**src/rtl/operand_encoder_pkg.sv**
```systemverilog
`default_nettype none
// ============================================================================
// Module   : operand_encoder_pkg
// Brief    : Shared types, register ids and sequencing helpers for the
//            x86-64 operand byte encoder.
// Revision : 1.0 - initial release
// ============================================================================
package operand_encoder_pkg;

  // Register identifiers: GPRs live at 0x80..0x8F, 0x00 means "absent".
  typedef logic [7:0] reg_id_t;

  localparam reg_id_t NOREG = 8'h00;
  localparam reg_id_t RIP   = 8'h10;
  localparam reg_id_t RIMM  = 8'h20;
  localparam reg_id_t RAX   = 8'h80;
  localparam reg_id_t RCX   = 8'h81;
  localparam reg_id_t RDX   = 8'h82;
  localparam reg_id_t RBX   = 8'h83;
  localparam reg_id_t RSP   = 8'h84;
  localparam reg_id_t RBP   = 8'h85;
  localparam reg_id_t RSI   = 8'h86;
  localparam reg_id_t RDI   = 8'h87;
  localparam reg_id_t R8    = 8'h88;
  localparam reg_id_t R9    = 8'h89;
  localparam reg_id_t R10   = 8'h8A;
  localparam reg_id_t R11   = 8'h8B;
  localparam reg_id_t R12   = 8'h8C;
  localparam reg_id_t R13   = 8'h8D;
  localparam reg_id_t R14   = 8'h8E;
  localparam reg_id_t R15   = 8'h8F;

  // Operand shapes. Fixed-register forms carry the register in the opcode,
  // so they emit no ModRM; the *_IV forms add an opsize-wide immediate.
  typedef enum logic [4:0] {
    RAX_R8     = 5'd0,  RCX_R9     = 5'd1,  RDX_R10    = 5'd2,  RBX_R11    = 5'd3,
    RSP_R12    = 5'd4,  RBP_R13    = 5'd5,  RSI_R14    = 5'd6,  RDI_R15    = 5'd7,
    RAX_R8_IV  = 5'd8,  RCX_R9_IV  = 5'd9,  RDX_R10_IV = 5'd10, RBX_R11_IV = 5'd11,
    RSP_R12_IV = 5'd12, RBP_R13_IV = 5'd13, RSI_R14_IV = 5'd14, RDI_R15_IV = 5'd15,
    EV         = 5'd16, EV_GV      = 5'd17, EV_IB      = 5'd18, EV_IZ      = 5'd19,
    EV_IV      = 5'd20, GV_EV      = 5'd21, GV_M       = 5'd22, RAX_IZ     = 5'd23,
    JZ         = 5'd24, JB         = 5'd25, M          = 5'd26, NONE       = 5'd27
  } enc_mode_t;

  typedef struct packed {
    enc_mode_t  mode;
    logic [1:0] opsize;
    reg_id_t    reg_id;
    logic       rm_mem;
    reg_id_t    base;
    reg_id_t    index;
    logic [1:0] scale;
  } enc_req_t;

  typedef struct packed {
    logic [7:0] modrm;
    logic [7:0] sib;
    logic       has_modrm;
    logic       has_sib;
    logic [2:0] disp_len;
    logic [3:0] imm_len;
    logic [3:0] rex;
    logic       err;
  } enc_plan_t;

  typedef enum logic [2:0] {
    ST_IDLE  = 3'd0,
    ST_MODRM = 3'd1,
    ST_SIB   = 3'd2,
    ST_DISP  = 3'd3,
    ST_IMM   = 3'd4,
    ST_FIN   = 3'd5
  } enc_state_t;

  function automatic logic is_gpr(input reg_id_t id);
    return id[7:4] == 4'b1000;
  endfunction

  // First non-empty field after field s; later assignments take priority.
  function automatic enc_state_t next_field(input enc_state_t s, input enc_plan_t p);
    enc_state_t r;
    r = ST_FIN;
    if (p.imm_len != 4'd0 && s inside {ST_IDLE, ST_MODRM, ST_SIB, ST_DISP}) r = ST_IMM;
    if (p.disp_len != 3'd0 && s inside {ST_IDLE, ST_MODRM, ST_SIB}) r = ST_DISP;
    if (p.has_sib && s inside {ST_IDLE, ST_MODRM}) r = ST_SIB;
    if (p.has_modrm && s == ST_IDLE) r = ST_MODRM;
    return r;
  endfunction

  // More bytes remain inside the current multi-byte field.
  function automatic logic more_in_field(input enc_state_t s, input logic [3:0] cnt,
                                         input enc_plan_t p);
    logic [4:0] nxt;
    nxt = {1'b0, cnt} + 5'd1;
    return (s == ST_DISP && nxt < {2'b00, p.disp_len}) ||
           (s == ST_IMM  && nxt < {1'b0, p.imm_len});
  endfunction

  function automatic logic is_last(input enc_state_t s, input logic [3:0] cnt,
                                   input enc_plan_t p);
    return !more_in_field(s, cnt, p) && (next_field(s, p) == ST_FIN);
  endfunction

endpackage
`default_nettype wire

```
**src/rtl/operand_encoder_plan.sv**
```systemverilog
`default_nettype none
// ============================================================================
// Module   : operand_encoder_plan
// Brief    : Combinational planner: turns one operand request into ModRM/SIB
//            bytes, field lengths, REX.WRXB and an error flag.
// Revision : 1.0 - initial release
// ============================================================================
module operand_encoder_plan
  import operand_encoder_pkg::*;
#(
  parameter int DISP_W = 32
) (
  input  enc_req_t          i_req,
  input  logic [DISP_W-1:0] i_disp,
  output enc_plan_t         o_plan
);

  localparam logic signed [DISP_W-1:0] c_D8_MIN = DISP_W'(-128);
  localparam logic signed [DISP_W-1:0] c_D8_MAX = DISP_W'(127);

  logic w_d_zero;
  logic w_d_fit8;
  assign w_d_zero = (i_disp == '0);
  assign w_d_fit8 = ($signed(i_disp) >= c_D8_MIN) && ($signed(i_disp) <= c_D8_MAX);

  logic       w_fixed, w_fix_iv, w_has_gv, w_has_ev, w_need_mem, w_known, w_mem;
  logic       w_rip, w_sib, w_bad_mem;
  logic [1:0] w_mod;
  logic [2:0] w_rm;
  logic [3:0] w_iv_len;

  // Classify the mode, pick ModRM/SIB addressing form and validate operands.
  always_comb begin
    o_plan     = '0;
    w_fixed    = (i_req.mode <= RDI_R15_IV);
    w_fix_iv   = w_fixed && (i_req.mode >= RAX_R8_IV);
    w_has_gv   = i_req.mode inside {EV_GV, GV_EV, GV_M};
    w_has_ev   = w_has_gv || (i_req.mode inside {EV, EV_IB, EV_IZ, EV_IV, M});
    w_need_mem = i_req.mode inside {GV_M, M};
    w_known    = (i_req.mode <= NONE);
    w_mem      = w_has_ev && i_req.rm_mem;
    w_rip      = (i_req.base == RIP);

    case (i_req.opsize)
      2'd0:    w_iv_len = 4'd2;
      2'd1:    w_iv_len = 4'd4;
      2'd2:    w_iv_len = 4'd8;
      default: w_iv_len = 4'd0;
    endcase

    case (i_req.mode)
      EV_IB, JB:          o_plan.imm_len = 4'd1;
      EV_IZ, RAX_IZ, JZ:  o_plan.imm_len = 4'd4;
      EV_IV:              o_plan.imm_len = w_iv_len;
      default:            o_plan.imm_len = w_fix_iv ? w_iv_len : 4'd0;
    endcase

    // SIB is needed for an index, an absolute address, or an RSP/R12 base.
    w_sib = w_mem && !w_rip &&
            (i_req.index != NOREG || i_req.base == NOREG || i_req.base[2:0] == 3'b100);

    w_mod = 2'b11;
    w_rm  = i_req.base[2:0];
    if (w_mem) begin
      if (w_rip) begin
        w_mod = 2'b00;
        w_rm  = 3'b101;
        o_plan.disp_len = 3'd4;
      end else begin
        w_rm = w_sib ? 3'b100 : i_req.base[2:0];
        if (i_req.base == NOREG) begin
          w_mod = 2'b00;
          o_plan.disp_len = 3'd4;
        end else if (w_d_zero && i_req.base[2:0] != 3'b101) begin
          w_mod = 2'b00;
        end else if (w_d_fit8) begin
          w_mod = 2'b01;
          o_plan.disp_len = 3'd1;
        end else begin
          w_mod = 2'b10;
          o_plan.disp_len = 3'd4;
        end
      end
    end

    o_plan.has_modrm = w_has_ev;
    o_plan.has_sib   = w_sib;
    o_plan.modrm     = {w_mod, (w_has_gv ? i_req.reg_id[2:0] : 3'b000), w_rm};
    o_plan.sib       = {i_req.scale,
                        (i_req.index != NOREG) ? i_req.index[2:0] : 3'b100,
                        (i_req.base  != NOREG) ? i_req.base[2:0]  : 3'b101};

    o_plan.rex[3] = (i_req.opsize == 2'd2);
    o_plan.rex[2] = w_has_gv && i_req.reg_id[3];
    o_plan.rex[1] = w_mem && is_gpr(i_req.index) && i_req.index[3];
    o_plan.rex[0] = w_fixed ? i_req.reg_id[3] :
                    (w_has_ev && is_gpr(i_req.base) && i_req.base[3]);

    w_bad_mem = w_mem &&
                ((i_req.index == RSP) ||
                 (i_req.index != NOREG && !is_gpr(i_req.index)) ||
                 (i_req.base != NOREG && !w_rip && !is_gpr(i_req.base)) ||
                 (w_rip && i_req.index != NOREG));

    o_plan.err = !w_known || (i_req.opsize == 2'd3) ||
                 (w_need_mem && !i_req.rm_mem) ||
                 ((w_has_gv || w_fixed) && !is_gpr(i_req.reg_id)) ||
                 (w_has_ev && !i_req.rm_mem && !is_gpr(i_req.base)) ||
                 w_bad_mem;
  end

endmodule
`default_nettype wire

```
**src/rtl/operand_encoder.sv**
```systemverilog
`default_nettype none
// ============================================================================
// Module   : operand_encoder
// Brief    : Serializes x86-64 operand bytes (ModRM, SIB, disp, imm) one per
//            cycle with valid/ready handshake and reports REX.WRXB bits.
// Revision : 1.0 - initial release
// ============================================================================
module operand_encoder
  import operand_encoder_pkg::*;
#(
  parameter int DISP_W = 32,
  parameter int IMM_W  = 64
) (
  input  logic              clk,
  input  logic              reset,
  input  logic              in_valid,
  output logic              in_ready,
  input  logic [4:0]        in_mode,
  input  logic [1:0]        in_opsize,
  input  logic [7:0]        in_reg,
  input  logic              in_rm_mem,
  input  logic [7:0]        in_base,
  input  logic [7:0]        in_index,
  input  logic [1:0]        in_scale,
  input  logic [DISP_W-1:0] in_disp,
  input  logic [IMM_W-1:0]  in_imm,
  output logic              out_valid,
  input  logic              out_ready,
  output logic [7:0]        out_byte,
  output logic              out_last,
  output logic [3:0]        rex_bits,
  output logic              done,
  output logic              err,
  output logic [3:0]        len
);

  enc_req_t          w_req;
  enc_plan_t         w_plan;
  enc_plan_t         r_plan;
  enc_state_t        r_state;
  enc_state_t        w_first;
  enc_state_t        w_nxt_st;
  logic [3:0]        r_cnt;
  logic [3:0]        w_nxt_cnt;
  logic [3:0]        r_len;
  logic [DISP_W-1:0] r_disp;
  logic [IMM_W-1:0]  r_imm;

  assign w_req = '{mode:   enc_mode_t'(in_mode), opsize: in_opsize, reg_id: in_reg,
                   rm_mem: in_rm_mem, base: in_base, index: in_index, scale: in_scale};

  operand_encoder_plan #(.DISP_W(DISP_W)) u_plan (
    .i_req  (w_req),
    .i_disp (in_disp),
    .o_plan (w_plan)
  );

  // Byte at position (s, cnt) of a planned request, fields little-endian.
  function automatic logic [7:0] byte_of(input enc_state_t s, input logic [3:0] cnt,
                                         input enc_plan_t p, input logic [DISP_W-1:0] d,
                                         input logic [IMM_W-1:0] im);
    logic [DISP_W-1:0] sd;
    logic [IMM_W-1:0]  si;
    sd = d  >> {cnt, 3'b000};
    si = im >> {cnt, 3'b000};
    case (s)
      ST_MODRM: return p.modrm;
      ST_SIB:   return p.sib;
      ST_DISP:  return sd[7:0];
      ST_IMM:   return si[7:0];
      default:  return 8'h00;
    endcase
  endfunction

  // Sequencing: first field at accept, and the position after the current byte.
  always_comb begin
    w_first   = next_field(ST_IDLE, w_plan);
    w_nxt_st  = r_state;
    w_nxt_cnt = r_cnt + 4'd1;
    if (!more_in_field(r_state, r_cnt, r_plan)) begin
      w_nxt_st  = next_field(r_state, r_plan);
      w_nxt_cnt = 4'd0;
    end
  end

  assign in_ready = (r_state == ST_IDLE);

  // Byte FSM: captures the plan at accept, steps on each output handshake.
  always_ff @(posedge clk or posedge reset) begin
    if (reset) begin
      r_state   <= ST_IDLE;
      r_plan    <= '0;
      r_disp    <= '0;
      r_imm     <= '0;
      r_cnt     <= 4'd0;
      r_len     <= 4'd0;
      out_valid <= 1'b0;
      out_byte  <= 8'h00;
      out_last  <= 1'b0;
      rex_bits  <= 4'd0;
      done      <= 1'b0;
      err       <= 1'b0;
      len       <= 4'd0;
    end else begin
      done <= 1'b0;
      case (r_state)
        ST_IDLE: begin
          if (in_valid) begin
            r_plan   <= w_plan;
            r_disp   <= in_disp;
            r_imm    <= in_imm;
            rex_bits <= w_plan.rex;
            r_cnt    <= 4'd0;
            r_len    <= 4'd0;
            if (w_plan.err || w_first == ST_FIN) begin
              r_state <= ST_FIN;
              done    <= 1'b1;
              err     <= w_plan.err;
              len     <= 4'd0;
            end else begin
              r_state   <= w_first;
              out_valid <= 1'b1;
              out_byte  <= byte_of(w_first, 4'd0, w_plan, in_disp, in_imm);
              out_last  <= is_last(w_first, 4'd0, w_plan);
            end
          end
        end
        ST_FIN: begin
          r_state <= ST_IDLE;
          err     <= 1'b0;
        end
        default: begin
          if (out_valid && out_ready) begin
            r_len <= r_len + 4'd1;
            if (w_nxt_st == ST_FIN) begin
              r_state   <= ST_FIN;
              out_valid <= 1'b0;
              out_last  <= 1'b0;
              done      <= 1'b1;
              err       <= 1'b0;
              len       <= r_len + 4'd1;
            end else begin
              r_state  <= w_nxt_st;
              r_cnt    <= w_nxt_cnt;
              out_byte <= byte_of(w_nxt_st, w_nxt_cnt, r_plan, r_disp, r_imm);
              out_last <= is_last(w_nxt_st, w_nxt_cnt, r_plan);
            end
          end
        end
      endcase
    end
  end

endmodule
`default_nettype wire
```
**config.mk**
```make
export PLATFORM = sky130hd
export DESIGN_NAME = operand_encoder
export DESIGN_NICKNAME = d
export VERILOG_FILES = /design/src/rtl/operand_encoder_pkg.sv /design/src/rtl/operand_encoder_plan.sv /design/src/rtl/operand_encoder.sv
export SDC_FILE = /design/constraint.sdc
export NUM_CORES = 1
export LEC_CHECK = 0
export BUFFER_PORTS_ARGS = -buffer_cell sky130_fd_sc_hd__clkbuf_2
export CORE_MARGIN = 1
export CORE_UTILIZATION = 30
export DETAILED_ROUTE_END_ITERATION = 10
export PLACE_DENSITY_LB_ADDON = 0.12
export SETUP_SLACK_MARGIN = 0.15
export SLEW_MARGIN = 0
export SYNTH_ARGS = -nofsm -noshare
export SYNTH_HDL_FRONTEND = slang
export SYNTH_SLANG_ARGS = --single-unit
```
**constraint.sdc**
```tcl
create_clock -name clk -period 12.23 [get_ports clk]
set_input_delay 3.669 -clock clk [delete_from_list [all_inputs] [get_ports clk]]
set_output_delay 3.669 -clock clk [all_outputs]
set_load 0.01 [all_outputs]
```
==> results_dict.tcl, run 1 <==
set metrics [dict create \
    tritoncts "built" \
    pre_cts_ws_ns 5.85 \
    status "finished, final reports clean" \
    syn_area_um2 8300 \
    regArea_um2 3750 \
    fmax_mhz 157 \
    nFillCells 2908 \
    grt_remaining_overflow 0 \
    min-delay-start "rex_bits[2]" \
    cts_resized 0 \
    cts.hold.buffers_added 0 \
    multi_input_area_um2 4250 \
    p_per_area_nw_per_um2 252 \
    drcViolationCount 0 \
    synth-edff-count 0 \
    clk_path_buf_depth 2 \
    min_period_over_period_pct 52.0 \
    syn_nets 1165 \
    htreeDepth 4 \
    whs_ns 0.467 \
    final_cell_mix "nand2_1, clkbuf_2, dfrtp_1, nor2_1, a21oi_1" \
    synth_cells 1020 \
    die_h_um 168 \
    r2r_slack_ns 7.44 \
    maxCapViolCount 0 \
    worst_pin_slew_ns 0.940 \
    viasPerCell 5.18 \
    slew_headroom_pct 36.7 \
    path_class "flip-flop to output pin" \
    num_rows 60 \
    synthToLayoutAreaGrowth_pct 19.5 \
    vias 7774 \
    startpoint_type "flip-flop" \
    synth.distinct_cells 84 \
    min_to "rex_bits[2]" \
    setup_violations 0 \
    cp_slowest_cell "clkinv_1" \
    drt_iter0_drc 594 \
    die_w_um 168 \
    seq_area_frac_synth_pct 45.2 \
    holdPathStages 2 \
    path_delay_family "buffers and inverters" \
    grt_pass1_wl_mm 43.6 \
    grt_use_total_pct 20.5 \
    rsz0062_at_grt "no" \
    grt_max_degree 87 \
    ys_ff_latch 150 \
    fin_setup_tns_ns 0 \
    clkLatencyLatePin_ns 0.43 \
    power.total_mw 2.50 \
    drt-total-wl_mm 29.0 \
    dp_hpwl_mm 20.9 \
    ys.flop_type "dfrtp_1" \
    antenna_cells_inserted 0 \
    ioPinCount 155 \
    r2r_cells 14 \
    slew_viol_final 0 \
    layout_commonest_cell "nand2_1" \
    worstPathCellList "nor2_1 > nand2_1 > clkinv_1 > clkbuf_2" \
    wl_per_cell_um 19.3 \
    nNetsFinal 1291 \
    post-cts-setup-buffers 0 \
    syn_area_per_cell_um2 8.14 \
    gp_congestion 0.838 \
    r2r_start "r_cnt[0]" \
    clockRootBuffer "clkbuf_16" \
    core_um2 27000 \
    cp_slowest_stage_delay_ns 0.70 \
    cts.sinks 150 \
    port_buffers 154 \
    worstHoldPathType "flip-flop to flip-flop" \
    antenna_found_initial 0 \
    drt_first_pass_iters 6 \
    timing.final.ws_setup_ns 5.87 \
    peakVddDrop_uv 98.5 \
    drive_gt1_share_pct 19.7 \
    clock_skew_ns 0.0122 \
    ant_nets 0 \
    cp.arrival_ns 2.70 \
    clk_pin_slew_ns 0.07 \
    hold_viol 0 \
    p_leak_nw 4.85 \
    yosysWarnings 0 \
    critical_path_buf_inv_count 2 \
    die-area_um2 28300 \
    endpoint_kind "output pin" \
    cts_buffers 17 \
    critPathMaxFanout 18 \
    layout_min_cycle_time_ns 6.36 \
    initial_core_util_pct 30.7 \
    postSynth.asyncResetShare_pct 100 \
    grt_pass1_vias 7278 \
    required_ns 8.56 \
    r2r_end "out_last" \
]
-- layer usage --
layer | track usage [%] | share of wire [%] | up-vias
met3 | 3.03 | 4.8 | 24
met4 | 5.14 | 1.2 | 0
met1 | 28.5 | 46 | 3750
li1 | - | - | 3774
met5 | 0 | 0 | -
met2 | 33.3 | 48 | 226
-- layout make-up --
| type | instances | area share [%] |
|---|---|---|
| timing repair buffer | 161 | 8.30 |
| tap | 341 | 4.30 |
| clock buffer | 21 | 4.74 |
| clock inverter | 11 | 1.15 |
| sequential | 150 | 37.8 |
| multi-input combinational | 795 | 42.8 |
| inverter | 21 | 0.870 |
-- power by group --
group          switching, mW  internal [mW]
Sequential             0.148          0.710
Clock                  0.233          0.301
Combinational          0.718          0.388
Total                   1.10           1.40
-- worst max path at each step --
stage	from	to	slack, ns	cells after the start
3_5_place_dp	in_base[0]	out_byte[5]	5.85	9
4_1_cts	r_state[0]	in_ready	5.90	4
6_report	r_state[0]	in_ready	5.87	4
2_1_floorplan	reset	done	4.52	1
5_1_grt	r_state[0]	in_ready	5.74	4
3_3_place_gp	in_base[0]	out_byte[5]	5.96	9
-- sequential cells by signal, indices dropped and copies added (netlist names), 4 cells and up --
signal / flops
r_imm: 64
len: 4
r_cnt: 4
r_disp: 32
r_len: 4
out_byte: 8
r_plan: 23
rex_bits: 4
-- synth_stat cells (4+ instances only) --
master | n | share of area (%)
nand2_1 | 382 | 17
dfrtp_1 | 150 | 45
clkbuf_1 | 45 | 2.0
a21oi_1 | 44 | 2.7
nor2_1 | 44 | 2.0
o21ai_0 | 41 | 2.5
nand3_1 | 31 | 1.9
nor3_1 | 22 | 1.3
inv_1 | 19 | 0.86
o22ai_1 | 19 | 1.4
a211oi_1 | 15 | 1.4
nor4_1 | 15 | 1.1
ha_1 | 11 | 1.7
and2_1 | 10 | 0.75
o31ai_1 | 10 | 0.90
nand2b_1 | 9 | 0.68
mux2_2 | 8 | 1.1
o22a_1 | 8 | 0.84
nor2b_1 | 7 | 0.53
mux2i_1 | 6 | 0.72
nand4_1 | 6 | 0.45
o211ai_1 | 6 | 0.54
xnor2_1 | 6 | 0.63
o21a_1 | 5 | 0.45
a22o_1 | 4 | 0.42
a31oi_1 | 4 | 0.30
a32oi_1 | 4 | 0.42
or4_1 | 4 | 0.36
-- cells by family (layout without fill, tap and decap cells) --
family,after synthesis,in the layout,synth area share [%]
AND/OR/NAND/NOR,559,559,29.6
AO/OA/AOI/OAI,201,201,16.6
buffers and inverters,75,214,3.74
flip-flops,150,150,45.2
multiplexers,15,15,2.08
adder cells (fa/ha/maj),12,12,1.78
XOR/XNOR,8,8,1.07
-- per-stage QoR --
| stage | std cells | utilization [%] | instance area [µm²] |
|---|---|---|---|
| floorplan | 1020 | - | 8300 |
| global placement | 1468 | 34.6 | 9340 |
| detailed placement | 1468 | 34.6 | 9340 |
| CTS | 1500 | 36.7 | 9920 |
| global route | 1500 | 36.7 | 9920 |
| finish | 1500 | 36.7 | 9920 |
-- worst min-delay path, cell delays in order, from the launching register on --
cell and delay (ns):
dfrtp_1 0.34, nand2_1 0.05, nand2_1 0.05
Power figures use the tool's default switching activity.
==> run 2, diff against run 1 <==
Clock period 12.23 ns to 6.15 ns, I/O delays scaled along.
==> results_dict.tcl, run 2 (synthesis results as in run 1) <==
set metrics [dict create \
    status "finished, final reports clean" \
    gp_congestion 0.879 \
    regArea_um2 3750 \
    reg_top3 "r_imm: 64 flops, r_disp: 32 flops, r_plan: 23 flops" \
    maxCapViolCount 0 \
    worst_path_most_repeated_cell "ha_1" \
    fmax_mhz 218 \
    vias 7662 \
    cp_slowest_cell "dfrtp_1" \
    fin_setup_tns_ns 0 \
    top_register "r_imm" \
    cp.arrival_ns 4.89 \
    nFillCells 2949 \
    path_class "flip-flop to flip-flop" \
    multi_input_area_um2 4260 \
    layout_min_cycle_time_ns 4.58 \
    slew_viol_final 0 \
    hold_viol 0 \
    startpoint_type "flip-flop" \
    tritoncts "built" \
    cts_buffers 17 \
    largest_register_ffs 64 \
    p_per_area_nw_per_um2 501 \
    htreeDepth 4 \
    dp_hpwl_mm 21.9 \
    antenna_cells_inserted 0 \
    nNetsFinal 1292 \
    critical_path_buf_inv_count 3 \
    synthToLayoutAreaGrowth_pct 19.7 \
    setup_violations 0 \
    finish.instance_area_um2 9940 \
    cts.hold.buffers_added 0 \
    grt_remaining_overflow 0 \
    grt_pass1_wl_mm 45.0 \
    die_w_um 168 \
    clk_pin_slew_ns 0.07 \
    min_period_over_period_pct 74.5 \
    placed_area_um2 9350 \
    clock_skew_ns 0.00885 \
    clkLatencyLatePin_ns 0.43 \
    drive_gt1_share_pct 19.9 \
    cts_resized 0 \
    drt-total-wl_mm 29.1 \
    initial_core_util_pct 30.7 \
    critPathMaxFanout 11 \
    grt_use_total_pct 21.0 \
    endpoint_kind "flip-flop" \
    final_cell_mix "nand2_1, clkbuf_2, dfrtp_1, nor2_1, a21oi_1" \
    viasPerCell 5.10 \
    ant_nets 0 \
    path_delay_family "simple AND/OR/NAND/NOR gates" \
    die_h_um 168 \
    num_rows 60 \
    clk_path_buf_depth 2 \
    rsz0062_at_grt "no" \
    drt_iter0_drc 545 \
    antenna_found_initial 0 \
    worstPathCellList "ha_1 > xnor2_1 > inv_1 > ha_1 > and4bb_2 > o21ai_1 > nor3_4 > o21ai_0 > buf_4 > inv_1 > ha_1 > xnor2_1 > ha_1 > or3b_2 > o311ai_1 > a41o_1 > a31oi_1" \
    clockRootBuffer "clkbuf_16" \
    grt_pass1_vias 7657 \
    slew_headroom_pct 32.8 \
    layout_commonest_cell "nand2_1" \
    wl_per_cell_um 19.4 \
    die-area_um2 28300 \
    drt_first_pass_iters 4 \
    drcViolationCount 0 \
    core_um2 27000 \
    peakVddDrop_uv 218 \
    worst_pin_slew_ns 0.998 \
    cts.sinks 150 \
    cp_slowest_stage_delay_ns 0.51 \
    port_buffers 154 \
    required_ns 6.46 \
    p_leak_nw 4.86 \
    worstHoldPathType "flip-flop to flip-flop" \
    post-cts-setup-buffers 0 \
    grt_max_degree 92 \
    ioPinCount 155 \
]
==> run 2: cell types whose count changed in the layout (fill, tap and decap cells not counted), moves of 3 or more <==
cell      change
clkbuf_8      -3
clkinv_4      -3
clkinv_8      +3
inv_8         +4
==> run 2: per-stage QoR <==
stage,std cells,worst slack [ns],total power [mW],hold WS (ns),utilization [%]
5_1_grt,1501,1.21,5.35,0.503,36.8
6_report,1501,1.57,4.98,0.474,36.8
2_1_floorplan,1020,0.269,3.17,0.437,-
3_5_place_dp,1469,1.63,3.95,0.462,34.6
3_3_place_gp,1469,1.73,3.94,0.454,34.6
4_1_cts,1501,1.60,5.01,0.480,36.8
==> run 2: power by group <==
group	total [mW]	leakage, nW	switching, mW	internal, mW
logic	2.18	2.67	1.41	0.772
clock network	1.05	0.283	0.502	0.544
registers	1.75	1.91	0.340	1.41
==> run 2: cell type report <==
| cell class | count | share of cell area (%) |
|---|---|---|
| Timing Repair Buffer | 162 | 8.36 |
| Inverter | 21 | 0.869 |
| Clock inverter | 15 | 1.61 |
| Sequential cell | 150 | 37.8 |
| Clock buffer | 17 | 4.28 |
| Multi-Input combinational cell | 795 | 42.8 |
| Tap cell | 341 | 4.29 |
==> run 2: tightest hold or removal path, delay by kind of cell, from the launching register on <==
family	cells	cell delay, ns
flops	1	0.34
simple gates	2	0.10
==> run 2: final timing paths <==
check                      startpoint  cells after the start     endpoint  slack, ns
min in group asynchronous       reset                      2  rex_bits[2]       1.56
min reg2reg                 r_imm[49]                      2    r_imm[49]       0.47
min                         r_imm[49]                      2    r_imm[49]       0.47
max in group asynchronous       reset                      3    r_imm[55]       3.60
max                          r_cnt[0]                     17     out_last       1.57
max reg2reg                  r_cnt[0]                     17     out_last       1.57
==> run 2: layer usage <==
layer	global-route usage [%]	routed length [µm]	up-vias
li1	-	-	3785
met1	28.9	13400	3651
met2	33.9	13700	203
met3	2.89	1320	23
met4	6.72	626	0
met5	0	0	-
==> run 3, diff against run 2 <==
Clock period 6.15 ns to 4.6 ns, I/O delays scaled along.
==> results_dict.tcl, run 3 (synthesis results as in run 1) <==
set metrics [dict create \
    required_ns 4.90 \
    grt_remaining_overflow 0 \
    drive_gt1_share_pct 20.4 \
    clockRootBuffer "clkbuf_16" \
    rsz0062_at_grt "no" \
    vias 7840 \
    cp.arrival_ns 4.40 \
    antenna_found_initial 0 \
    largest_register_ffs 64 \
    slew_viol_final 0 \
    dp_hpwl_mm 22.1 \
    grt_pass1_vias 7604 \
    layout_min_cycle_time_ns 4.10 \
    die_h_um 168 \
    clk_path_buf_depth 2 \
    ant_nets 0 \
    grt_pass1_wl_mm 45.1 \
    startpoint_type "flip-flop" \
    holdPathStages 2 \
    r2r_cells 16 \
    fin_setup_tns_ns 0 \
    status "finished, final reports clean" \
    fmax_mhz 244 \
    worst_pin_slew_ns 0.963 \
    hold_viol 0 \
    wl_per_cell_um 19.5 \
    viasPerCell 5.19 \
    antenna_cells_inserted 0 \
    drt_first_pass_iters 5 \
    p_leak_nw 4.92 \
    cts_resized 0 \
    drt-total-wl_mm 29.4 \
    die-area_um2 28300 \
    top_register "r_imm" \
    clock_skew_ns 0.0196 \
    p_per_area_nw_per_um2 674 \
    cts.hold.buffers_added 0 \
    layout_commonest_cell "nand2_1" \
    tritoncts "built" \
    setup_violations 0 \
    power.total_mw 6.77 \
    cp_slowest_cell "or3b_2" \
    htreeDepth 4 \
    worstHoldPathType "flip-flop to flip-flop" \
    maxCapViolCount 0 \
    critPathMaxFanout 9 \
    cp_slowest_stage_delay_ns 0.46 \
    min_period_over_period_pct 89.1 \
    pre_cts_ws_ns 0.523 \
    clk_pin_slew_ns 0.07 \
    drcViolationCount 0 \
    gp_congestion 0.873 \
    slew_headroom_pct 35.1 \
    final_cell_mix "nand2_1, clkbuf_2, dfrtp_1, nor2_1, a21oi_1" \
    grt_use_total_pct 21.2 \
    synthToLayoutAreaGrowth_pct 20.9 \
    cts.sinks 150 \
    initial_core_util_pct 30.7 \
    port_buffers 154 \
    worstPathCellList "ha_1 > xnor2_1 > inv_1 > ha_1 > o21ai_0 > a21oi_1 > nor2_4 > o21ai_4 > inv_1 > ha_1 > xnor2_1 > ha_1 > or3b_2 > o311ai_1 > a41o_1 > a31oi_1" \
    nNetsFinal 1302 \
    ioPinCount 155 \
    grt_max_degree 81 \
    reg_top3 "r_imm: 64 flops, r_disp: 32 flops, r_plan: 23 flops" \
    drt_iter0_drc 503 \
    clkLatencyLatePin_ns 0.44 \
    peakVddDrop_uv 264 \
    timing.final.ws_setup_ns 0.500 \
    die_w_um 168 \
    num_rows 60 \
    cts_buffers 17 \
    core_um2 27000 \
    worst_path_most_repeated_cell "ha_1" \
    endpoint_kind "flip-flop" \
    nFillCells 2855 \
    post-cts-setup-buffers 0 \
    path_class "flip-flop to flip-flop" \
]
==> run 3: final timing paths <==
kind	startpoint	to	slack [ns]
hold reg to reg	r_imm[48]	r_imm[48]	0.47
setup / recovery	r_cnt[0]	out_last	0.50
setup reg to reg	r_cnt[0]	out_last	0.50
hold / removal	r_imm[48]	r_imm[48]	0.47
max in group asynchronous	reset	r_disp[6]	2.70
min in group asynchronous	reset	rex_bits[2]	1.10
==> run 3: routing by layer <==
layer,GRT usage (%),vias to the layer above,routed length (µm)
met4,6.48,0,582
li1,-,3800,-
met3,3.95,31,1560
met1,28.1,3744,13100
met2,34.8,265,14100
met5,0,-,0
==> run 3: critical path: cells and delay by family, from the launching register on <==
kind / cells / cell delay, ns
xor+xnor: 2 / 0.42
flops: 1 / 0.42
simple gates: 2 / 0.61
compound gates: 6 / 1.26
buf+inv: 2 / 0.28
fa+ha+maj: 4 / 0.97
==> run 3: where the power goes <==
| group | switching [mW] | total [mW] | internal, mW |
|---|---|---|---|
| registers | 0.434 | 2.32 | 1.89 |
| logic | 1.91 | 3.00 | 1.09 |
| clock network | 0.629 | 1.45 | 0.816 |
| total | 2.98 | 6.77 | 3.79 |
==> run 3: final cells by class <==
class | count | area (µm²) | area share, %
Clock buffer | 18 | 429 | 4.28
Clock inverter | 14 | 163 | 1.62
Inverter | 21 | 85.1 | 0.848
Multi-Input combinational cell | 795 | 4250 | 42.3
Sequential cell | 150 | 3750 | 37.4
Tap cell | 341 | 427 | 4.25
Timing Repair Buffer | 172 | 931 | 9.27
==> run 3: per-stage QoR <==
step	hold WS, ns	cells	utilization (%)	cell area [µm²]
final	0.473	1511	37.1	10000
after global routing	0.490	1511	37.1	10000
after CTS	0.474	1511	37.1	10000
after detailed placement	0.459	1479	34.9	9450
after global placement	0.453	1479	34.9	9450
after floorplan	0.437	1020	-	8310
